**src/rtl/gen3_tx_frame_scheduler.sv**
```systemverilog
// Gen3 transmit framing scheduler for one lane.
// Arbitrates TLP vs DLLP requesters (round-robin on ties) and serialises the
// granted packet as STP/payload/END|EDB or SDP/DLLP/end bytes, one byte per
// tx_ready cycle. Handshake: a byte moves only on a rising edge with
// tx_ready=1; with tx_ready=0 everything holds and valid drops for that edge.
module gen3_tx_frame_scheduler (
    input  logic        clk,
    input  logic        rst,
    input  logic        tx_ready,
    input  logic        tlp_req,
    input  logic [9:0]  tlp_len_dw,
    input  logic [11:0] tlp_seq,
    input  logic        tlp_nullify,
    input  logic [7:0]  tlp_data,
    output logic        tlp_gnt,
    output logic        tlp_data_rd,
    input  logic        dllp_req,
    input  logic [47:0] dllp_data,
    output logic        dllp_gnt,
    output logic [7:0]  data_out,
    output logic        valid,
    output logic [1:0]  syncHeader,
    output logic        busy
);

    typedef enum logic [2:0] {
        S_IDLE,
        S_STP,
        S_TLP_PAY,
        S_TLP_END,
        S_SDP,
        S_DLLP_PAY,
        S_DLLP_END
    } state_t;

    // Each state names the byte(s) emitted on the edges taken from it; the
    // first framing byte is emitted by the granting edge out of IDLE.
    state_t      state_q, state_d;
    logic [11:0] cnt_q, cnt_d;
    logic        last_dllp_q, last_dllp_d;
    logic [11:0] len_q, len_d;
    logic [11:0] seq_q, seq_d;
    logic        null_q, null_d;
    logic [47:0] dllp_q, dllp_d;
    logic [7:0]  data_out_q, data_out_d;
    logic        valid_q, valid_d;
    logic        tlp_gnt_q, tlp_gnt_d;
    logic        dllp_gnt_q, dllp_gnt_d;

    logic        pay_last;
    logic        pick_tlp;

    // Payload length in bytes is 4*L; 12 bits is enough for 4*1023.
    assign pay_last = (cnt_q == ({len_q[9:0], 2'b00} - 12'd1));
    // TLP wins when alone, or on a tie when the DLLP side was granted last.
    assign pick_tlp = tlp_req && (!dllp_req || last_dllp_q);

    // Next-state, datapath and strobe decode; everything holds unless tx_ready.
    always_comb begin
        state_d     = state_q;
        cnt_d       = cnt_q;
        last_dllp_d = last_dllp_q;
        len_d       = len_q;
        seq_d       = seq_q;
        null_d      = null_q;
        dllp_d      = dllp_q;
        data_out_d  = data_out_q;
        valid_d     = 1'b0;
        tlp_gnt_d   = 1'b0;
        dllp_gnt_d  = 1'b0;
        tlp_data_rd = 1'b0;
        if (tx_ready) begin
            case (state_q)
                S_IDLE: begin
                    // The cycle showing a terminator is not an arbitration
                    // slot, which gives the one-cycle gap between frames.
                    if (!valid_q) begin
                        if (pick_tlp) begin
                            len_d       = {2'b00, tlp_len_dw};
                            seq_d       = tlp_seq;
                            null_d      = tlp_nullify;
                            data_out_d  = {tlp_len_dw[3:0], 4'hF};
                            valid_d     = 1'b1;
                            tlp_gnt_d   = 1'b1;
                            last_dllp_d = 1'b0;
                            state_d     = S_STP;
                            cnt_d       = 12'd0;
                        end else if (dllp_req) begin
                            dllp_d      = dllp_data;
                            data_out_d  = 8'hF0;
                            valid_d     = 1'b1;
                            dllp_gnt_d  = 1'b1;
                            last_dllp_d = 1'b1;
                            state_d     = S_SDP;
                            cnt_d       = 12'd0;
                        end
                    end
                end
                S_STP: begin
                    valid_d = 1'b1;
                    case (cnt_q[1:0])
                        2'd0:    data_out_d = len_q[11:4];
                        2'd1:    data_out_d = {4'h0, seq_q[11:8]};
                        default: data_out_d = seq_q[7:0];
                    endcase
                    if (cnt_q == 12'd2) begin
                        cnt_d   = 12'd0;
                        state_d = (len_q == 12'd0) ? S_TLP_END : S_TLP_PAY;
                    end else begin
                        cnt_d = cnt_q + 12'd1;
                    end
                end
                S_TLP_PAY: begin
                    tlp_data_rd = 1'b1;
                    data_out_d  = tlp_data;
                    valid_d     = 1'b1;
                    if (pay_last) begin
                        cnt_d   = 12'd0;
                        state_d = S_TLP_END;
                    end else begin
                        cnt_d = cnt_q + 12'd1;
                    end
                end
                S_TLP_END: begin
                    data_out_d = null_q ? 8'hC0 : 8'h1F;
                    valid_d    = 1'b1;
                    cnt_d      = 12'd0;
                    state_d    = S_IDLE;
                end
                S_SDP: begin
                    data_out_d = 8'hAC;
                    valid_d    = 1'b1;
                    cnt_d      = 12'd0;
                    state_d    = S_DLLP_PAY;
                end
                S_DLLP_PAY: begin
                    data_out_d = dllp_q[{cnt_q[2:0], 3'b000} +: 8];
                    valid_d    = 1'b1;
                    if (cnt_q == 12'd5) begin
                        cnt_d   = 12'd0;
                        state_d = S_DLLP_END;
                    end else begin
                        cnt_d = cnt_q + 12'd1;
                    end
                end
                S_DLLP_END: begin
                    data_out_d = 8'h00;
                    valid_d    = 1'b1;
                    cnt_d      = 12'd0;
                    state_d    = S_IDLE;
                end
                default: begin
                    cnt_d   = 12'd0;
                    state_d = S_IDLE;
                end
            endcase
        end
    end

    // State, latched request fields and registered outputs.
    always_ff @(posedge clk) begin
        if (rst) begin
            state_q     <= S_IDLE;
            cnt_q       <= 12'd0;
            last_dllp_q <= 1'b1;
            len_q       <= 12'd0;
            seq_q       <= 12'd0;
            null_q      <= 1'b0;
            dllp_q      <= 48'd0;
            data_out_q  <= 8'h00;
            valid_q     <= 1'b0;
            tlp_gnt_q   <= 1'b0;
            dllp_gnt_q  <= 1'b0;
        end else begin
            state_q     <= state_d;
            cnt_q       <= cnt_d;
            last_dllp_q <= last_dllp_d;
            len_q       <= len_d;
            seq_q       <= seq_d;
            null_q      <= null_d;
            dllp_q      <= dllp_d;
            data_out_q  <= data_out_d;
            valid_q     <= valid_d;
            tlp_gnt_q   <= tlp_gnt_d;
            dllp_gnt_q  <= dllp_gnt_d;
        end
    end

    assign data_out   = data_out_q;
    assign valid      = valid_q;
    assign syncHeader = valid_q ? 2'b01 : 2'b00;
    assign tlp_gnt    = tlp_gnt_q;
    assign dllp_gnt   = dllp_gnt_q;
    assign busy       = (state_q != S_IDLE);

endmodule

```
**config.mk**
```make
export PLATFORM = sky130hd
export DESIGN_NAME = gen3_tx_frame_scheduler
export DESIGN_NICKNAME = d
export VERILOG_FILES = /design/src/rtl/gen3_tx_frame_scheduler.sv
export SDC_FILE = /design/constraint.sdc
export NUM_CORES = 1
export LEC_CHECK = 0
export CAP_MARGIN = 20
export CORE_AREA = 2 2 105 127
export CTS_CLUSTER_DIAMETER = 60
export DETAILED_ROUTE_END_ITERATION = 12
export DIE_AREA = 0 0 107 129
export PLACE_DENSITY = 0.72
export SYNTH_ARGS = -nofsm -noshare
export SYNTH_HDL_FRONTEND = slang
export SYNTH_SLANG_ARGS = --single-unit
```
**constraint.sdc**
```tcl
create_clock -name clk -period 3.8 [get_ports clk]
set_input_delay 0.76 -clock clk [delete_from_list [all_inputs] [get_ports clk]]
set_output_delay 0.76 -clock clk [all_outputs]
set_load 0.02 [all_outputs]
```
# After elaboration in Yosys (flattened, before gate mapping)
# Cells that the tools add are included.
[totals]
register_bits = 98
input_bits = 84
output_inout_bits = 15
wordCells = 83
[op_classes]
add_sub_neg = 2
n_eq_ne = 15
n_shift = 1
mux = 31
bitwise = 4
reduce_logical = 19
[op_table]
columns = ["operator", "count"]
rows = [
  ["$mux 12", 6],
  ["$pmux 8 s7", 1],
  ["$pmux 12 s4", 1],
  ["$shiftx 48x7->8", 1],
  ["$mux 8", 4],
  ["$mux 3", 6],
  ["$pmux 8 s2", 1],
  ["$pmux 3 s5", 1],
  ["$add 12x1->12 const B", 1],
  ["$eq 12x12->1", 1],
  ["$eq 12x2->1 const B", 1],
  ["$eq 12x3->1 const B", 1],
  ["$logic_not 12->1", 1],
  ["$reduce_and 4->1", 3],
  ["$sub 12x1->12 const B", 1],
  ["$mux 1", 10],
  ["$eq 3x3->1 const B", 3],
  ["$ne 2x2->1 const B", 4],
  ["$reduce_bool 7->1", 1],
  ["$eq 3x2->1 const B", 2],
  ["$reduce_and 6->1", 1],
  ["$reduce_or 6->1", 1],
  ["$reduce_and 5->1", 1],
  ["$reduce_or 5->1", 1],
  ["other kinds (15)", 18],
]

# Logic depth before layout (Yosys ltp)
# Gate-level depths: netlist of run 1.
[logic_depth]
word_depth = 6
depth_mapped = 11
ltp_nobuf = 8

# Worst setup path after synthesis of run 1
# OpenSTA, ideal clock, no wires.
[synth_timing]
kind = "flip-flop to flip-flop"
from = "reg cnt_q[1]"
to = "reg cnt_q[3]"
setup_ps = 61
arrival_ps = 2356
required_ps = 3739
path_slack_ps = 1384
stages_incl_launch_ff = 11
n_path_buf = 2
period_less_slack_ps = 2416
path_cell_list = "dfxtp_1 -> clkbuf_1 -> inv_1 -> ha_1 -> clkbuf_1 -> and3_1 -> o2111ai_1 -> a22oi_1 -> a21oi_1 -> o221ai_1 -> nand2_1"
[synth_between]
elab_chain_len = 3
word_cells_on_any_way = 8
classes_between = "add/sub: 1; eq/ne: 3; mux: 4"
[synth_lines]
columns = ["element", "line_no", "source"]
rows = [
  ["start, declared", "39", "logic [11:0] cnt_q, cnt_d;"],
  ["start signal, assigned", "176", "cnt_q <= cnt_d;"],
  ["$add 12x1->12 (tied with other cells)", "110, 121, 143", ""],
  ["$mux 12 (on tied branches)", "139, 106, 117", ""],
  ["$pmux 12 s4 *", "73", "case (state_q)"],
]
# Every way passes the cells marked *; elsewhere a longest branch is shown, timed or not.
# A chain may end at the register's enable or synchronous reset.

# Worst setup path after layout of run 1
[layout_timing]
from = "in tx_ready"
to = "out tlp_data_rd"
[layout_between]
elab_chain_len = 1
[layout_lines]
columns = ["element", "line_no", "source"]
rows = [
  ["start, declared", "9", "input logic tx_ready,"],
  ["$mux 1", "72", "if (tx_ready) begin"],
  ["end, declared", "16", "output logic tlp_data_rd,"],
]
# Every way passes these cells.

==> results of run 1 <==
worst max path at each step:
stage / startpoint / end / slack [ns] / cells after the start
floorplan: cnt_q[1] / cnt_q[3] / 1.38 / 10
global placement: tx_ready / tlp_data_rd / 0.68 / 4
detailed placement: tx_ready / tlp_data_rd / 0.68 / 4
CTS: tx_ready / tlp_data_rd / 0.67 / 4
global route: cnt_q[1] / cnt_q[6] / 0.52 / 8
finish: tx_ready / tlp_data_rd / 0.65 / 4
power groups by stage:
stage | combinational [mW] | sequential, mW | clock (mW)
global placement | 0.878 | 1.26 | 0
global route | 0.988 | 1.25 | 1.05
floorplan | 0.593 | 1.23 | 0
finish | 0.896 | 1.24 | 1.01
detailed placement | 0.890 | 1.26 | 0
CTS | 0.896 | 1.24 | 1.02
sequential cells by signal (all words and copies together) (netlist names):
register	flops
cnt_q	12
data_out	8
dllp_gnt	1
dllp_q	48
last_dllp_q	1
len_q	10
null_q	1
seq_q	12
state_q	3
tlp_gnt	1
valid	1
cell usage after synthesis, types with 8 or more instances:
cell,count
buf_2,10
and2_1,9
o21ai_0,20
inv_1,13
nor3_1,15
clkbuf_1,41
dfxtp_1,98
o221ai_1,9
mux4_2,8
nand3_1,16
nand2_1,183
a21oi_1,90
nor2_1,22
nor2b_1,10
mux2i_1,8
kinds of logic after synthesis:
group	count (synthesis)	share of synthesized area, %
AND/OR/NAND/NOR	283	25.3
multiplexers	16	5.26
AO/OA/AOI/OAI	168	21.0
flip-flops	98	39.6
buffers and inverters	68	5.56
adder cells (fa/ha/maj)	5	1.26
other	1	0.0757
XOR/XNOR	11	1.95
tightest hold or removal path: stages, from the launching register on:
cell and delay (ns):
dfxtp_1 0.31, nand2_1 0.05, a21oi_1 0.05
metrics by stage:
stage	power, mW	hold slack (ns)	instance area (um^2)	cells	setup slack, ns
2_1_floorplan	1.83	0.433	4950	650	1.38
3_3_place_gp	2.14	0.442	5960	864	0.684
3_5_place_dp	2.15	0.445	5960	864	0.678
4_1_cts	3.15	0.454	6280	880	0.673
5_1_grt	3.29	0.468	6280	880	0.524
6_report	3.14	0.453	6280	880	0.651
metal layers:
| layer | routed length (um) | vias up | GRT usage, % |
|---|---|---|---|
| li1 | - | 2379 | - |
| met1 | 5890 | 2217 | 25.6 |
| met2 | 7150 | 122 | 36.5 |
| met3 | 773 | 24 | 3.70 |
| met4 | 286 | 0 | 7.94 |
| met5 | 0 | - | 0 |
cells in the final DEF, fill, tap and decap left out, drive strengths merged, types with 10 or more instances in the layout:
| cell | count |
|---|---|
| nand2 | 183 |
| dfxtp | 98 |
| clkdlybuf4s50 | 96 |
| a21oi | 90 |
| nor2 | 22 |
| o21ai | 20 |
| nand3 | 16 |
| nor3 | 16 |
| inv | 15 |
| nor2b | 10 |
area by class of cell:
cell class	instances	area (um^2)	area share, %
flip-flops and latches	98	1960	31.2
repair buffers	104	1020	16.2
clock inverters	7	101	1.61
well taps	164	205	3.26
clock buffers	9	225	3.58
multi-input cells	484	2720	43.3
inverters	14	52.6	0.836
==> flow_summary.toml, run 1 <==
[routing]
drtPass1Iterations = 5
routed_wl_mm = 14.1
num_vias = 4742
drtIter0Drc = 207
drc = 0
detail_route.wl_per_cell_um = 16.0
vias_per_cell = 5.39
antenna_left = 0

[global_routing]
track_usage_pct = 20.9
antenna_found_initial = 0
grt_pass1_wl_mm = 22.7
grt_start_max_net_pins = 53
grt_overflow = 0
grt_pass1_vias = 4613

[run_status]
status = "completed"

[cts]
clk_latency_ns = 0.35
post_cts_resized = 0
root_buffer = "clkbuf_16"
clockBufferDepth = 2
htree_levels = 3
path_clk_slew_ns = 0.07
cts_made_buffers = 9
post_cts_buffers = 0
ctsHoldBuffers = 0
cts_tree = "yes"
numClockSinks = 98

[run]
drv_cap = 0

[power]
seqPwrFrac_pct = 39.4
power.density_nw_per_um2 = 500
irDropWorstVdd_uv = 268
switching_power_mw = 1.05
p_sw_share_pct = 33.3
p_leak_nw = 2.21
clkPwrFrac_pct = 32.1
p_int_mw = 2.10
combPwrFrac_pct = 28.5

[logic_synthesis]
yosys.area.top_type_share_pct = 39.6
netlist-cell-type-count = 60
synth_area_per_cell_um2 = 7.62
ys_top_cells_by_area = "dfxtp_1 (40%), nand2_1 (14%), a21oi_1 (9.1%), mux4_2 (3.6%), clkbuf_1 (3.1%)"
synth.ff_latch_count = 98
ys_seq_area_share_pct = 39.6
syn_nets = 739
ys.flop_type = "dfxtp_1"
synth_edf_count = 0
synth_top_area_cell = "dfxtp_1"
ys_async_sr_fraction_pct = 0
ys_warn_count = 0
syn_area_um2 = 4950
syn_inst = 650

[sta]
fin_setup_tns_ns = 0
period_needed_ns = 3.15
max_freq_ghz = 0.318
max_slew_margin_pct = 34.3
finalMaxSlewViolations = 0
worst_clock_skew_ns = 0.00723
setup_violations = 0
rsz0062_at_grt = "no"
max_slew.worst_pin.slew_ns = 0.985
hold_viol = 0
fin_crit_sh_pct = 82.9

[critical_path]
r2r-start = "cnt_q[1]"
crit_fanout = 8
crit_path_end_kind = "primary output"
crit_top_cell = "clkdlybuf4s50_1"
required_ns = 3.04
ff2ff_setup_slack_ns = 0.80
path_class = "in -> out"
arrival_ns = 2.39
ff2ff_path_depth = 8
cp-start-kind = "input port"
slowest_stage = "clkdlybuf4s50_1"
path_buf_inv = 2
cp_top_family = "buffers and inverters"
r2r-end = "cnt_q[3]"
cpPeakStageDelay_ns = 0.63
cp_cell_sequence = "clkdlybuf4s50_1 > and2_1 > and3_1 > clkdlybuf4s50_1"

[final_layout]
final_core_util_pct = 50.1
area_growth_pct = 26.9
finalNetCount = 800
diodes = 0
fillers = 1253
layout-drive-gt1-share_pct = 5.45

[worst_hold_path]
hold_path.class = "reg -> reg"
min_from = "dllp_q[27]"
holdPathEnd = "dllp_q[27]"
hold_path_depth = 2

[place]
dp_hpwl_mm = 10.3
io_buffer_count = 97
place.gp.congestion = 0.907

[floorplanning]
initial_core_util_pct = 39.4
design.core.area_um2 = 12600
rows = 45
io_pins = 99
die-height_um = 129
fp.dieW_um = 107
die_area_um2 = 13800
(Power assumes the default switching activity.)
==> inputs of run 2 (changes only) <==
Clock period 3.8 ns to 2.9 ns, I/O delays scaled along.
==> run 2 against run 1 <==
Core utilization grew 0.44 points. Clock power grew 22%. Global-route usage rose by 0.41 points. Critical path type is now reg -> out. Critical endpoint is now busy. Highest routed layer unchanged. Via count grew 2.9%. Largest cell class unchanged.
==> flow_summary.toml, run 2 (synthesis results as in run 1) <==
[run_status]
status = "completed"

[cts]
post_cts_resized = 0
ctsHoldBuffers = 0
htree_levels = 3
cts_tree = "yes"
root_buffer = "clkbuf_16"
post_cts_buffers = 0
path_clk_slew_ns = 0.07
cts_made_buffers = 9
clockBufferDepth = 2
clk_latency_ns = 0.35
numClockSinks = 98

[routing]
drtPass1Iterations = 4
detail_route.wl_per_cell_um = 16.2
drc = 0
routed_wl_mm = 14.4
drtIter0Drc = 281
vias_per_cell = 5.49
antenna_left = 0
num_vias = 4878

[final_layout]
final_core_util_pct = 50.5
reg.largest.list = "dllp_q: 48 flops, cnt_q: 12 flops, seq_q: 12 flops"
layout_common_cells = "nand2_1 (183), dfxtp_1 (98), clkdlybuf4s50_1 (96), a21oi_1 (90), nor2_1 (22)"
layout_commonest_cell = "nand2_1"
fillers = 1234
largest_reg_flops = 48
ff_latch_area_um2 = 1960
finalNetCount = 809
multi_input_area_um2 = 2720
layout-drive-gt1-share_pct = 6.62
regMostFlops = "dllp_q"
area_growth_pct = 28.0
diodes = 0

[sta]
finalMaxSlewViolations = 0
worst_clock_skew_ns = 0.00699
hold_ws_ns = 0.451
max_freq_ghz = 0.385
max_slew_margin_pct = 50.0
fin_setup_tns_ns = 0
rsz0062_at_grt = "no"
hold_viol = 0
fin_crit_sh_pct = 89.5
period_needed_ns = 2.60
setup_violations = 0
max_slew.worst_pin.slew_ns = 0.745

[worst_hold_path]
hold_path_depth = 2
hold_path.class = "reg -> reg"
holdPathEnd = "dllp_q[26]"
min_from = "dllp_q[26]"

[floorplanning]
io_pins = 99
initial_core_util_pct = 39.4
rows = 45
die_area_um2 = 13800
design.core.area_um2 = 12600
fp.dieW_um = 107
die-height_um = 129

[power]
seqPwrFrac_pct = 39.7
clkPwrFrac_pct = 30.1
p_sw_share_pct = 34.0
power.density_nw_per_um2 = 642
irDropWorstVdd_uv = 315
combPwrFrac_pct = 30.2
switching_power_mw = 1.38
p_int_mw = 2.69
p_leak_nw = 2.25

[critical_path]
crit_path_end_kind = "primary output"
required_ns = 2.32
cp-start-kind = "flip-flop"
arrival_ns = 2.02
ff2ff_path_depth = 8
r2r-start = "cnt_q[1]"
ff2ff_setup_slack_ns = 0.42
r2r-end = "cnt_q[7]"
crit_fanout = 16
path_class = "reg -> out"

[place]
dp_hpwl_mm = 10.5
io_buffer_count = 97
place.gp.congestion = 0.900

[global_routing]
grt_start_max_net_pins = 50
track_usage_pct = 21.3
grt_overflow = 0
grt_pass1_wl_mm = 23.2
antenna_found_initial = 0
grt_pass1_vias = 4754

[run]
drv_cap = 0
-- run 2: cell types whose count changed in the layout (fill, tap and decap cells not counted) --
cell	before	now
buf_12	0	1
buf_4	7	15
bufinv_16	2	1
clkinv_2	1	2
clkinv_4	1	0
inv_6	1	2
-- run 2: metal layers --
layer | vias up | global-route usage (%) | share of wire [%]
li1 | 2386 | - | -
met4 | 0 | 8.86 | 2.6
met1 | 2305 | 26.2 | 41
met5 | - | 0 | 0
met3 | 26 | 3.95 | 5.6
met2 | 161 | 36.6 | 50
-- run 2: power groups by stage --
stage	sequential [mW]	combinational, mW	clock [mW]
finish	1.61	1.23	1.23
global route	1.63	1.34	1.31
CTS	1.61	1.22	1.26
detailed placement	1.64	1.21	0
global placement	1.64	1.20	0
floorplan	1.61	0.778	0
-- run 2: area by class of cell --
type	instances	area share (%)
clock inverter	7	1.20
multi-input combinational	484	42.9
tap	164	3.24
clock buffer	9	3.55
inverter	14	0.829
timing repair buffer	113	17.3
sequential	98	30.9
-- run 2: worst max path at each step --
stage	start	end	slack [ns]	cells after the start
floorplan	cnt_q[1]	cnt_q[3]	0.48	10
global placement	tx_ready	tlp_data_rd	0.33	4
detailed placement	tx_ready	tlp_data_rd	0.32	4
CTS	tx_ready	tlp_data_rd	0.32	4
global route	cnt_q[1]	cnt_q[3]	0.20	8
finish	state_q[0]	busy	0.30	3
-- run 2: critical path, stage by stage (launching register included) --
cell             delay, ns
dfxtp_1               0.68
nor3_2                0.15
inv_1                 0.20
clkdlybuf4s50_1       0.64
-- run 2: through the flow --
stage / instances / setup slack [ns] / area, um^2 / total power [mW]
after floorplan: 650 / 0.484 / 4950 / 2.39
after global placement: 873 / 0.333 / 6040 / 2.84
after detailed placement: 873 / 0.318 / 6040 / 2.85
after CTS: 889 / 0.317 / 6340 / 4.09
after global routing: 889 / 0.201 / 6340 / 4.28
final: 889 / 0.304 / 6340 / 4.07
==> inputs of run 3 (changes only) <==
Settings changed: HOLD_SLACK_MARGIN set to 0.02.
==> results of run 3 <==
No change in the layout: final DEF, timing and power equal those of run 2.
